$ cat src/rtl/seq_bin_to_bcd.sv
`default_nettype none
// ============================================================================
//  Module   : seq_bin_to_bcd
//  Purpose  : Multi-channel sequential binary-to-BCD converter. A single
//             shift-and-add-3 (double-dabble) engine converts one bit per
//             clock and walks the channels one after another. Results are
//             published to bcd_out_o/ovf_o all at once, together with done_o.
//  Revision : 1.0 - initial release
// ----------------------------------------------------------------------------
//  Ports
//    clk_i      : system clock, rising edge
//    rst_ni     : asynchronous active-low reset
//    start_i    : conversion request, accepted only while idle
//    bin_in_i   : N_CH packed binary channels, channel 0 in the LSBs
//    busy_o     : high while a conversion is in progress
//    done_o     : one-cycle pulse when bcd_out_o/ovf_o are updated
//    bcd_out_o  : packed BCD, channel c digit d at [(c*DIGITS+d)*4 +: 4]
//    ovf_o      : per-channel flag, value exceeds 10^DIGITS-1 (saturated)
// ----------------------------------------------------------------------------
//  Build option
//    LEAD_ZERO_BLANK_EN : when defined, leading zero digits (never the ones
//                         digit, never a saturated result) are stored as 4'hF.
// ============================================================================
module seq_bin_to_bcd #(
  parameter int BIN_W  = 8,
  parameter int DIGITS = 3,
  parameter int N_CH   = 2
) (
  input  logic                       clk_i,
  input  logic                       rst_ni,
  input  logic                       start_i,
  input  logic [N_CH*BIN_W-1:0]      bin_in_i,
  output logic                       busy_o,
  output logic                       done_o,
  output logic [N_CH*DIGITS*4-1:0]   bcd_out_o,
  output logic [N_CH-1:0]            ovf_o
);

  localparam int SCR_W = DIGITS * 4;
  localparam int CNT_W = $clog2(BIN_W);
  localparam int CH_W  = (N_CH > 1) ? $clog2(N_CH) : 1;

  localparam logic [CNT_W-1:0] C_BITCNT_INIT = CNT_W'(BIN_W - 1);
  localparam logic [CH_W-1:0]  C_LAST_CH     = CH_W'(N_CH - 1);

  typedef enum logic [1:0] {
    S_IDLE  = 2'd0,
    S_LOAD  = 2'd1,
    S_SHIFT = 2'd2,
    S_STORE = 2'd3
  } state_e;

  state_e                    state_q, state_d;
  logic [N_CH*BIN_W-1:0]     shadow_q, shadow_d;
  logic [CH_W-1:0]           ch_q, ch_d;
  logic [BIN_W-1:0]          shreg_q, shreg_d;
  logic [SCR_W-1:0]          scratch_q, scratch_d;
  logic [CNT_W-1:0]          bitcnt_q, bitcnt_d;
  logic                      ovf_bit_q, ovf_bit_d;
  logic [SCR_W-1:0]          res_q [N_CH];
  logic [SCR_W-1:0]          res_d [N_CH];
  logic [N_CH-1:0]           res_ovf_q, res_ovf_d;
  logic [N_CH*SCR_W-1:0]     bcd_out_q, bcd_out_d;
  logic [N_CH-1:0]           ovf_q, ovf_d;
  logic                      done_q, done_d;

  logic [BIN_W-1:0]          ch_bin_w [N_CH];
  logic [SCR_W-1:0]          scr_adj_w;
  logic [SCR_W-1:0]          store_val_w;

  // Channel view of the captured inputs.
  for (genvar c = 0; c < N_CH; c++) begin : g_ch_unpack
    assign ch_bin_w[c] = shadow_q[c*BIN_W +: BIN_W];
  end

  // Add-3 correction applied to every scratch digit before the shift.
  always_comb begin
    scr_adj_w = scratch_q;
    for (int d = 0; d < DIGITS; d++) begin
      if (scratch_q[d*4 +: 4] >= 4'd5) begin
        scr_adj_w[d*4 +: 4] = scratch_q[d*4 +: 4] + 4'd3;
      end
    end
  end

`ifdef LEAD_ZERO_BLANK_EN
  // Replace zeros above the most significant nonzero digit with the blank code.
  function automatic logic [SCR_W-1:0] blank_lead(input logic [SCR_W-1:0] v);
    logic [SCR_W-1:0] r;
    logic             lead;
    r    = v;
    lead = 1'b1;
    for (int d = DIGITS - 1; d >= 1; d--) begin
      if (lead && (v[d*4 +: 4] == 4'h0)) begin
        r[d*4 +: 4] = 4'hF;
      end else begin
        lead = 1'b0;
      end
    end
    return r;
  endfunction
`endif

  always_comb begin
    store_val_w = scratch_q;
    if (ovf_bit_q) begin
      store_val_w = {DIGITS{4'h9}};
    end else begin
`ifdef LEAD_ZERO_BLANK_EN
      store_val_w = blank_lead(scratch_q);
`else
      store_val_w = scratch_q;
`endif
    end
  end

  // Next-state and datapath control.
  always_comb begin
    state_d   = state_q;
    shadow_d  = shadow_q;
    ch_d      = ch_q;
    shreg_d   = shreg_q;
    scratch_d = scratch_q;
    bitcnt_d  = bitcnt_q;
    ovf_bit_d = ovf_bit_q;
    res_d     = res_q;
    res_ovf_d = res_ovf_q;
    bcd_out_d = bcd_out_q;
    ovf_d     = ovf_q;
    done_d    = 1'b0;

    case (state_q)
      S_IDLE: begin
        if (start_i) begin
          shadow_d = bin_in_i;
          ch_d     = '0;
          state_d  = S_LOAD;
        end
      end

      S_LOAD: begin
        shreg_d   = ch_bin_w[ch_q];
        scratch_d = '0;
        ovf_bit_d = 1'b0;
        bitcnt_d  = C_BITCNT_INIT;
        state_d   = S_SHIFT;
      end

      S_SHIFT: begin
        // {scratch, shreg} shifted left by one; the bit dropped off the top
        // digit means the value needs more digits than are available.
        scratch_d = {scr_adj_w[SCR_W-2:0], shreg_q[BIN_W-1]};
        shreg_d   = {shreg_q[BIN_W-2:0], 1'b0};
        if (scr_adj_w[SCR_W-1]) begin
          ovf_bit_d = 1'b1;
        end
        if (bitcnt_q == '0) begin
          state_d = S_STORE;
        end else begin
          bitcnt_d = bitcnt_q - 1'b1;
        end
      end

      S_STORE: begin
        res_d[ch_q]     = store_val_w;
        res_ovf_d[ch_q] = ovf_bit_q;
        if (ch_q == C_LAST_CH) begin
          // Publish every channel together, including the one stored now.
          for (int c = 0; c < N_CH; c++) begin
            bcd_out_d[c*SCR_W +: SCR_W] = res_d[c];
          end
          ovf_d   = res_ovf_d;
          done_d  = 1'b1;
          state_d = S_IDLE;
        end else begin
          ch_d    = ch_q + 1'b1;
          state_d = S_LOAD;
        end
      end

      default: begin
        state_d = S_IDLE;
      end
    endcase
  end

  always_ff @(posedge clk_i or negedge rst_ni) begin
    if (!rst_ni) begin
      state_q   <= S_IDLE;
      shadow_q  <= '0;
      ch_q      <= '0;
      shreg_q   <= '0;
      scratch_q <= '0;
      bitcnt_q  <= '0;
      ovf_bit_q <= 1'b0;
      res_q     <= '{default: '0};
      res_ovf_q <= '0;
      bcd_out_q <= '0;
      ovf_q     <= '0;
      done_q    <= 1'b0;
    end else begin
      state_q   <= state_d;
      shadow_q  <= shadow_d;
      ch_q      <= ch_d;
      shreg_q   <= shreg_d;
      scratch_q <= scratch_d;
      bitcnt_q  <= bitcnt_d;
      ovf_bit_q <= ovf_bit_d;
      res_q     <= res_d;
      res_ovf_q <= res_ovf_d;
      bcd_out_q <= bcd_out_d;
      ovf_q     <= ovf_d;
      done_q    <= done_d;
    end
  end

  assign busy_o    = (state_q != S_IDLE);
  assign done_o    = done_q;
  assign bcd_out_o = bcd_out_q;
  assign ovf_o     = ovf_q;

endmodule
`default_nettype wire

$ cat config.mk
export PLATFORM = sky130hd
export DESIGN_NAME = seq_bin_to_bcd
export DESIGN_NICKNAME = d
export VERILOG_FILES = /design/src/rtl/seq_bin_to_bcd.sv
export SDC_FILE = /design/constraint.sdc
export NUM_CORES = 1
export LEC_CHECK = 0
export ABC_AREA = 1
export BUFFER_PORTS_ARGS = -buffer_cell sky130_fd_sc_hd__buf_4
export CAP_MARGIN = 20
export CORE_MARGIN = 5
export CORE_UTILIZATION = 45
export CTS_CLUSTER_DIAMETER = 40
export CTS_CLUSTER_SIZE = 8
export DETAILED_ROUTE_END_ITERATION = 10
export GPL_TIMING_DRIVEN = 0
export REMOVE_ABC_BUFFERS = 1
export SETUP_SLACK_MARGIN = 0.15
export SKIP_LAST_GASP = 1
export SYNTH_ARGS = -nofsm -noshare
export SYNTH_HDL_FRONTEND = slang
export SYNTH_SLANG_ARGS = --single-unit
export TNS_END_PERCENT = 1
$ cat constraint.sdc
create_clock -name clk_i -period 4.6 [get_ports clk_i]
set_clock_uncertainty 0.05 [all_clocks]
set_input_delay 0.23 -clock clk_i [delete_from_list [all_inputs] [get_ports clk_i]]
set_output_delay 0.23 -clock clk_i [all_outputs]
set_load 0.03 [all_outputs]
==> key figures, run 1 <==
Run status
  • Status: finished, final reports clean

Worst setup path
  • CP Class: reg2reg
  • Startpoint types: flip-flop
  • Worst Reg-to-Reg Cells: 6
  • Reg2Reg Launch Point: state_q[0]
  • Reg2reg end: shreg_q[0]
  • Crit-path max FO: 17
  • Worst EP arrival: 2.28 ns
  • R2r setup slk: 2.54 ns
  • Worst setup EP type: flip-flop
  • WP data required: 4.82 ns

Drt
  • DRT iter0 DRCs: 128
  • Vias: 2,799
  • TritonRoute pass-1 iters: 4
  • Routed vias/inst: 4.66
  • Antenna viol nets, final: 0
  • DRT Wirelength: 7190 um
  • # DRC: 0
  • WL per Instance: 12.0 um

Worst hold path
  • WHS Path Cells: 3
  • Hold Path Sink: shadow_q[1]
  • Worst hold path class: in2reg
  • Min-Delay Startpoint: bin_in_i[1]

Clock network
  • TritonCTS clock tree: built
  • CTS H-Tree Depth: 3
  • Sink Count: 83
  • Num CTS Buffers: 9
  • Worst skew pair latency: 0.35 ns
  • Post-CTS Hold Buffers: 0
  • Post-cts sizing count: 0
  • Root buf cell: clkbuf_8
  • Clock slew seen by the registers of the worst setup and hold paths: 0.09 ns
  • Clock buffer depth: 2
  • Post-CTS Setup Bufs: 0

STA
  • Final period util: 44.7%
  • Final setup margin: 2.54 ns
  • Fmax: 0.486 GHz
  • Number of setup violations in the final report: 0
  • Final hold vios: 0
  • RSZ-0062 raised after global routing: false
  • Post-layout minimum cycle time: 2.06 ns
  • Max Slew Vio Count: 0
  • Total Negative Setup Slacks: 0 ns
  • Worst Tran Pin Value: 0.670 ns
  • Rel. slew slack: 55.2%

Power and ir drop
  • Power share of the clock group: 24.5%
  • Seq pwr share: 42.2%
  • Sw power: 855 uW
  • Cell leakage power: 2.41 nW
  • Int Power: 1.45 mW
  • Worst IR Drop VDD: 0.234 mV
  • Net Sw Frac: 37.1%
  • Logic pwr share: 33.3%
  • Pwr dens: 518 nW/um^2

Final layout
  • Layout cell share with drive strength beyond 1: 15.1%
  • Area grow syn2layout: 15.8%
  • # diodes: 0
  • Final #Nets: 522
  • Filler instances: 793

Placement
  • Routability Congestion: 0.815
  • Dpl ws: 2.52 ns
  • Final HPWL DP: 4820 um
  • Port Buffers: 46

Synthesis
  • Synth warn: 0
  • Synth Register Bits: 83
  • Dominant cells by area after synthesis: dfrtp_1 (54%), nand2_1 (16%), o21ai_0 (6.3%)
  • Number of synthesized flops with an enable pin: 0
  • Unique masters post-synth: 24
  • Ys async rst share: 100%
  • Synth Instances: 446
  • Synth top area share: 54.2%
  • Synth Area per Inst: 8.60 um^2
  • Most used DFF post-synth: dfrtp_1
  • Synth area leader: dfrtp_1
  • Synth Cell Area: 3830 um^2
  • Register area share after synthesis: 54.2%

Floorplan
  • Core Box Area: 8260 um^2
  • DIE AREA: 10,500 um^2
  • DIE WIDTH: 102 um
  • FP Rows: 33
  • IO Pins: 47
  • Chip Height: 102 um
  • Starting Density: 46.4%

Global route
  • GRT overflow: 0
  • Total GRT Usage: 14.6%
  • Largest net degree at the start of global routing: 84
  • Initial antenna violation count: 0
  • Vias in the first global route: 2,755
  • First-pass GRT wire length: 12,200 um

Run
  • Max cap viols: 0
-- per-layer routing --
layer	vias to the layer above	global-route usage, %	share of wire, %
met5	-	0	0
met4	0	6.05	1.8
met3	11	2.39	3.5
met2	44	24.9	46
met1	1258	18.5	48
li1	1486	-	-
-- logic make-up (layout without fill, tap and decap cells) --
kind of cell	Yosys count	in the layout	share of synthesized area [%]
simple gates	201	201	21.6
compound gates	75	75	11.2
flops	83	83	54.2
buf+inv	75	125	9.14
fa+ha+maj	12	12	3.92
-- state kept, by name, summed over array words and instances (netlist names) --
| signal | count |
|---|---|
| scratch_q | 12 |
| state_q | 2 |
| shreg_q | 8 |
| ovf_bit_q | 1 |
| res_q | 12 |
| ovf_o | 2 |
| done_o | 1 |
| bitcnt_q | 3 |
| shadow_q | 16 |
| res_ovf_q | 1 |
| bcd_out_o | 24 |
| ch_q | 1 |
-- worst max path at each step --
stage	start	endpoint	slack, ns	depth (start not counted)
after floorplan	state_q[0]	shreg_q[0]	2.97	6
after global placement	state_q[0]	shreg_q[0]	2.54	6
after detailed placement	state_q[0]	shreg_q[0]	2.52	6
after CTS	state_q[0]	shreg_q[0]	2.51	6
after global routing	state_q[1]	shreg_q[0]	2.31	6
final	state_q[0]	shreg_q[0]	2.54	6
-- placed cells by master, fill, tap and decap left out --
master	synthesis	layout
o22ai_1	8	8
o21ai_2	4	4
nand3_1	18	18
nand2_1	163	163
inv_4	1	1
nand2_2	2	2
nor2_1	9	9
clkinv_2	0	2
clkinvlp_4	0	1
nand4_1	6	6
buf_4	2	46
o21ai_1	3	3
o21bai_1	8	8
ha_1	12	12
inv_1	57	57
nand2_4	2	2
o21bai_2	1	1
o21ai_0	48	48
inv_2	3	3
buf_16	0	1
clkbuf_1	0	2
dfrtp_1	83	83
a21oi_1	2	2
dlygate4sd3_1	0	1
clkbuf_8	0	9
o211ai_1	1	1
bufinv_16	0	2
nor2_8	1	1
-- synthesized netlist by cell type, types with 2 or more instances --
library cell and instances:
buf_4 2, o21ai_0 48, nand4_1 6, inv_1 57
dfrtp_1 83, a21oi_1 2, nand3_1 18, nand2_4 2
buf_2 4, nand2_2 2, ha_1 12, o21bai_1 8
nand2_1 163, nor2_1 9, o22ai_1 8, o21ai_1 3
buf_6 7, o21ai_2 4, inv_2 3
-- metrics by stage --
stage	total power, mW	instance area, um^2	std cells	util [%]	hold slack, ns
after CTS	2.33	4400	599	53.3	0.00197
after detailed placement	1.77	4190	583	50.8	0.377
after floorplan	1.54	3720	432	-	-0.116
after global routing	2.48	4440	601	53.8	0.0232
final	2.30	4440	601	53.8	0.0139
after global placement	1.75	4190	583	50.8	0.374
-- power by group through the flow --
stage / registers, mW / clock network, mW / logic, mW
finish: 0.972 / 0.564 / 0.765
global route: 0.996 / 0.607 / 0.882
CTS: 0.975 / 0.576 / 0.782
detailed placement: 0.989 / 0 / 0.778
global placement: 0.984 / 0 / 0.764
floorplan: 1.01 / 0 / 0.531
-- final cells by class --
type / instances / area, um^2 / share of cell area [%]
repair buffers: 48 / 383 / 8.62
multi-input cells: 288 / 1410 / 31.7
flip-flops and latches: 83 / 2080 / 46.8
clock buffers: 11 / 131 / 2.96
inverters: 61 / 231 / 5.21
well taps: 105 / 131 / 2.96
clock inverters: 5 / 77.6 / 1.75
-- worst max-delay path, cell delays in order (launching register included) --
cell	delay, ns
dfrtp_1	0.43
inv_1	0.10
ha_1	0.71
nand2_1	0.34
a21oi_1	0.18
o21ai_0	0.09
o21ai_0	0.09
Note: power is estimated with default switching activity, not from simulation.
==> run 2: changes to the inputs <==
Clock period 4.6 ns to 2.2 ns, I/O delays scaled along.
==> key figures, run 2 (synthesized netlist as in run 1, its figures left out) <==
STA
  • RSZ-0062 raised after global routing: false
  • Worst Tran Pin Value: 0.546 ns (-0.123 ns)
  • Total Negative Setup Slacks: 0 ns (unchanged)
  • Final period util: 83.8% (+39 points)
  • Post-layout minimum cycle time: 1.84 ns (-0.215 ns)
  • Number of setup violations in the final report: 0 (unchanged)
  • Final hold vios: 0 (unchanged)
  • Fmax: 0.543 GHz (+12%)
  • Max Slew Vio Count: 0 (unchanged)
  • Rel. slew slack: 63.6% (+8.4 points)

Clock network
  • Clock buffer depth: 2 (unchanged)
  • CTS H-Tree Depth: 3 (unchanged)
  • Worst skew pair latency: 0.35 ns (about the same)
  • Clock slew seen by the registers of the worst setup and hold paths: 0.09 ns (about the same)
  • TritonCTS clock tree: built
  • Num CTS Buffers: 9 (unchanged)
  • Root buf cell: clkbuf_8
  • Sink Count: 83 (unchanged)

Floorplan
  • Chip Height: 102 um (unchanged)
  • IO Pins: 47 (unchanged)
  • FP Rows: 33 (unchanged)
  • Starting Density: 46.4% (unchanged)
  • DIE WIDTH: 102 um (unchanged)
  • DIE AREA: 10,500 um^2 (unchanged)
  • Core Box Area: 8260 um^2 (unchanged)

Worst setup path
  • WP data required: 2.43 ns (-2.39 ns)
  • Crit-path max FO: 17 (unchanged)
  • Worst setup EP type: flip-flop
  • R2r setup slk: 0.36 ns (-2.18 ns)
  • Startpoint types: flip-flop
  • CP Class: reg2reg
  • Worst EP arrival: 2.07 ns (-0.21 ns)

Final layout
  • Final #Nets: 538 (+3.1%)
  • Final instance area: 4610 um^2 (+3.8%)
  • # diodes: 0 (unchanged)
  • Post-route insts no fill: 617 (+2.7%)
  • Filler instances: 767 (-3.3%)
  • Max reg flops: 24 (unchanged)
  • Layout cell share with drive strength beyond 1: 14.8% (-0.28 points)
  • Most frequent cells in the layout: nand2_1 (163), dfrtp_1 (83), inv_1 (57)
  • Area grow syn2layout: 20.1%
  • Most common cell after layout, fill and taps aside: nand2_1

Global route
  • Initial antenna violation count: 0 (unchanged)
  • First-pass GRT wire length: 12,500 um (+2.6%)
  • GRT overflow: 0 (unchanged)
  • Total GRT Usage: 15.0% (+0.34 points)
  • Vias in the first global route: 2,833 (+2.8%)
  • Largest net degree at the start of global routing: 84 (unchanged)

Drt
  • # DRC: 0 (unchanged)
  • TritonRoute pass-1 iters: 4 (unchanged)
  • Antenna viol nets, final: 0 (unchanged)
  • WL per Instance: 11.9 um (-0.20%)
  • Vias: 2,874 (+2.7%)
  • Routed vias/inst: 4.66 (about the same)
  • DRT iter0 DRCs: 143 (+12%)
  • DRT Wirelength: 7370 um (+2.5%)

Placement
  • Routability Congestion: 0.815 (unchanged)
  • Port Buffers: 46 (unchanged)
  • Placed Area: 4190 um^2 (unchanged)
  • Placed cells: 583 (unchanged)
  • Final HPWL DP: 4820 um (unchanged)

Run
  • Max cap viols: 0 (unchanged)

Run status
  • Status: finished, final reports clean

Power and ir drop
  • Worst IR Drop VDD: 0.511 mV (+120%)
  • Pwr dens: 1050 nW/um^2 (+100%)
  • Cell leakage power: 2.48 nW (+3.0%)

Worst hold path
  • Worst hold path class: in2reg
[run 2: changes by cell type in the layout (fill, tap and decap cells not counted)]
cell	change
dlygate4sd3_1	+16
nand2_2	-1
nand2_4	+1
ha_2	+1
ha_1	-1
[run 2: layout make-up]
type                       instances  area, um^2  area share (%)
sequential                        83        2080            45.1
clock buffer                      11         131            2.85
timing repair buffer              64         543            11.8
multi-input combinational        288        1420            30.7
inverter                          61         231            5.02
tap                              105         131            2.85
clock inverter                     5        77.6            1.68
[run 2: worst paths after layout]
kind / start / end / depth (start not counted)
max: state_q[0] / shreg_q[0] / 6
min: start_i / ch_q / 3
max reg2reg: state_q[0] / shreg_q[0] / 6
min reg2reg: bitcnt_q[0] / bitcnt_q[0] / 1
max in group asynchronous: rst_ni / scratch_q[4] / 3
min in group asynchronous: rst_ni / bcd_out_o[11] / 2
[run 2: worst max-delay path: stages (launching register included)]
cell and delay (ns):
dfrtp_1 0.43, inv_1 0.11, ha_2 0.57, nand2_1 0.28, a21oi_1 0.16, o21ai_0 0.08
o21ai_0 0.09
[run 2: where the power goes]
part / switching [mW] / internal (mW) / total (mW) / leakage (nW)
Combinational: 1.08 / 0.562 / 1.64 / 1.27
Clock: 0.539 / 0.637 / 1.18 / 0.103
Sequential: 0.178 / 1.86 / 2.04 / 1.10
[run 2: per-layer routing]
metal  GRT usage, %  vias up  part of all wire (%)
li1               -     1518                     -
met1           18.9     1299                    47
met2           25.8       46                    48
met3           2.32       11                   3.7
met4           6.05        0                   1.8
met5              0        -                     0
[run 2: what timing repair did]
action	CTS	global route
hold buffers	17	0
setup buffers	0	0
hold endpoints to repair	99	0
resized for setup	1	1
endpoints found under the setup margin	1	13
[run 2: per-stage QoR]
| stage | util [%] | worst slack, ns | power (mW) | hold slack [ns] |
|---|---|---|---|---|
| 6_report | 55.8 | 0.357 | 4.85 | 0.0244 |
| 2_1_floorplan | - | 0.571 | 3.21 | -0.236 |
| 3_3_place_gp | 50.8 | 0.144 | 3.65 | 0.254 |
| 4_1_cts | 55.4 | 0.239 | 4.91 | 0.00995 |
| 3_5_place_dp | 50.8 | 0.116 | 3.69 | 0.257 |
| 5_1_grt | 55.8 | 0.158 | 5.24 | 0.0470 |
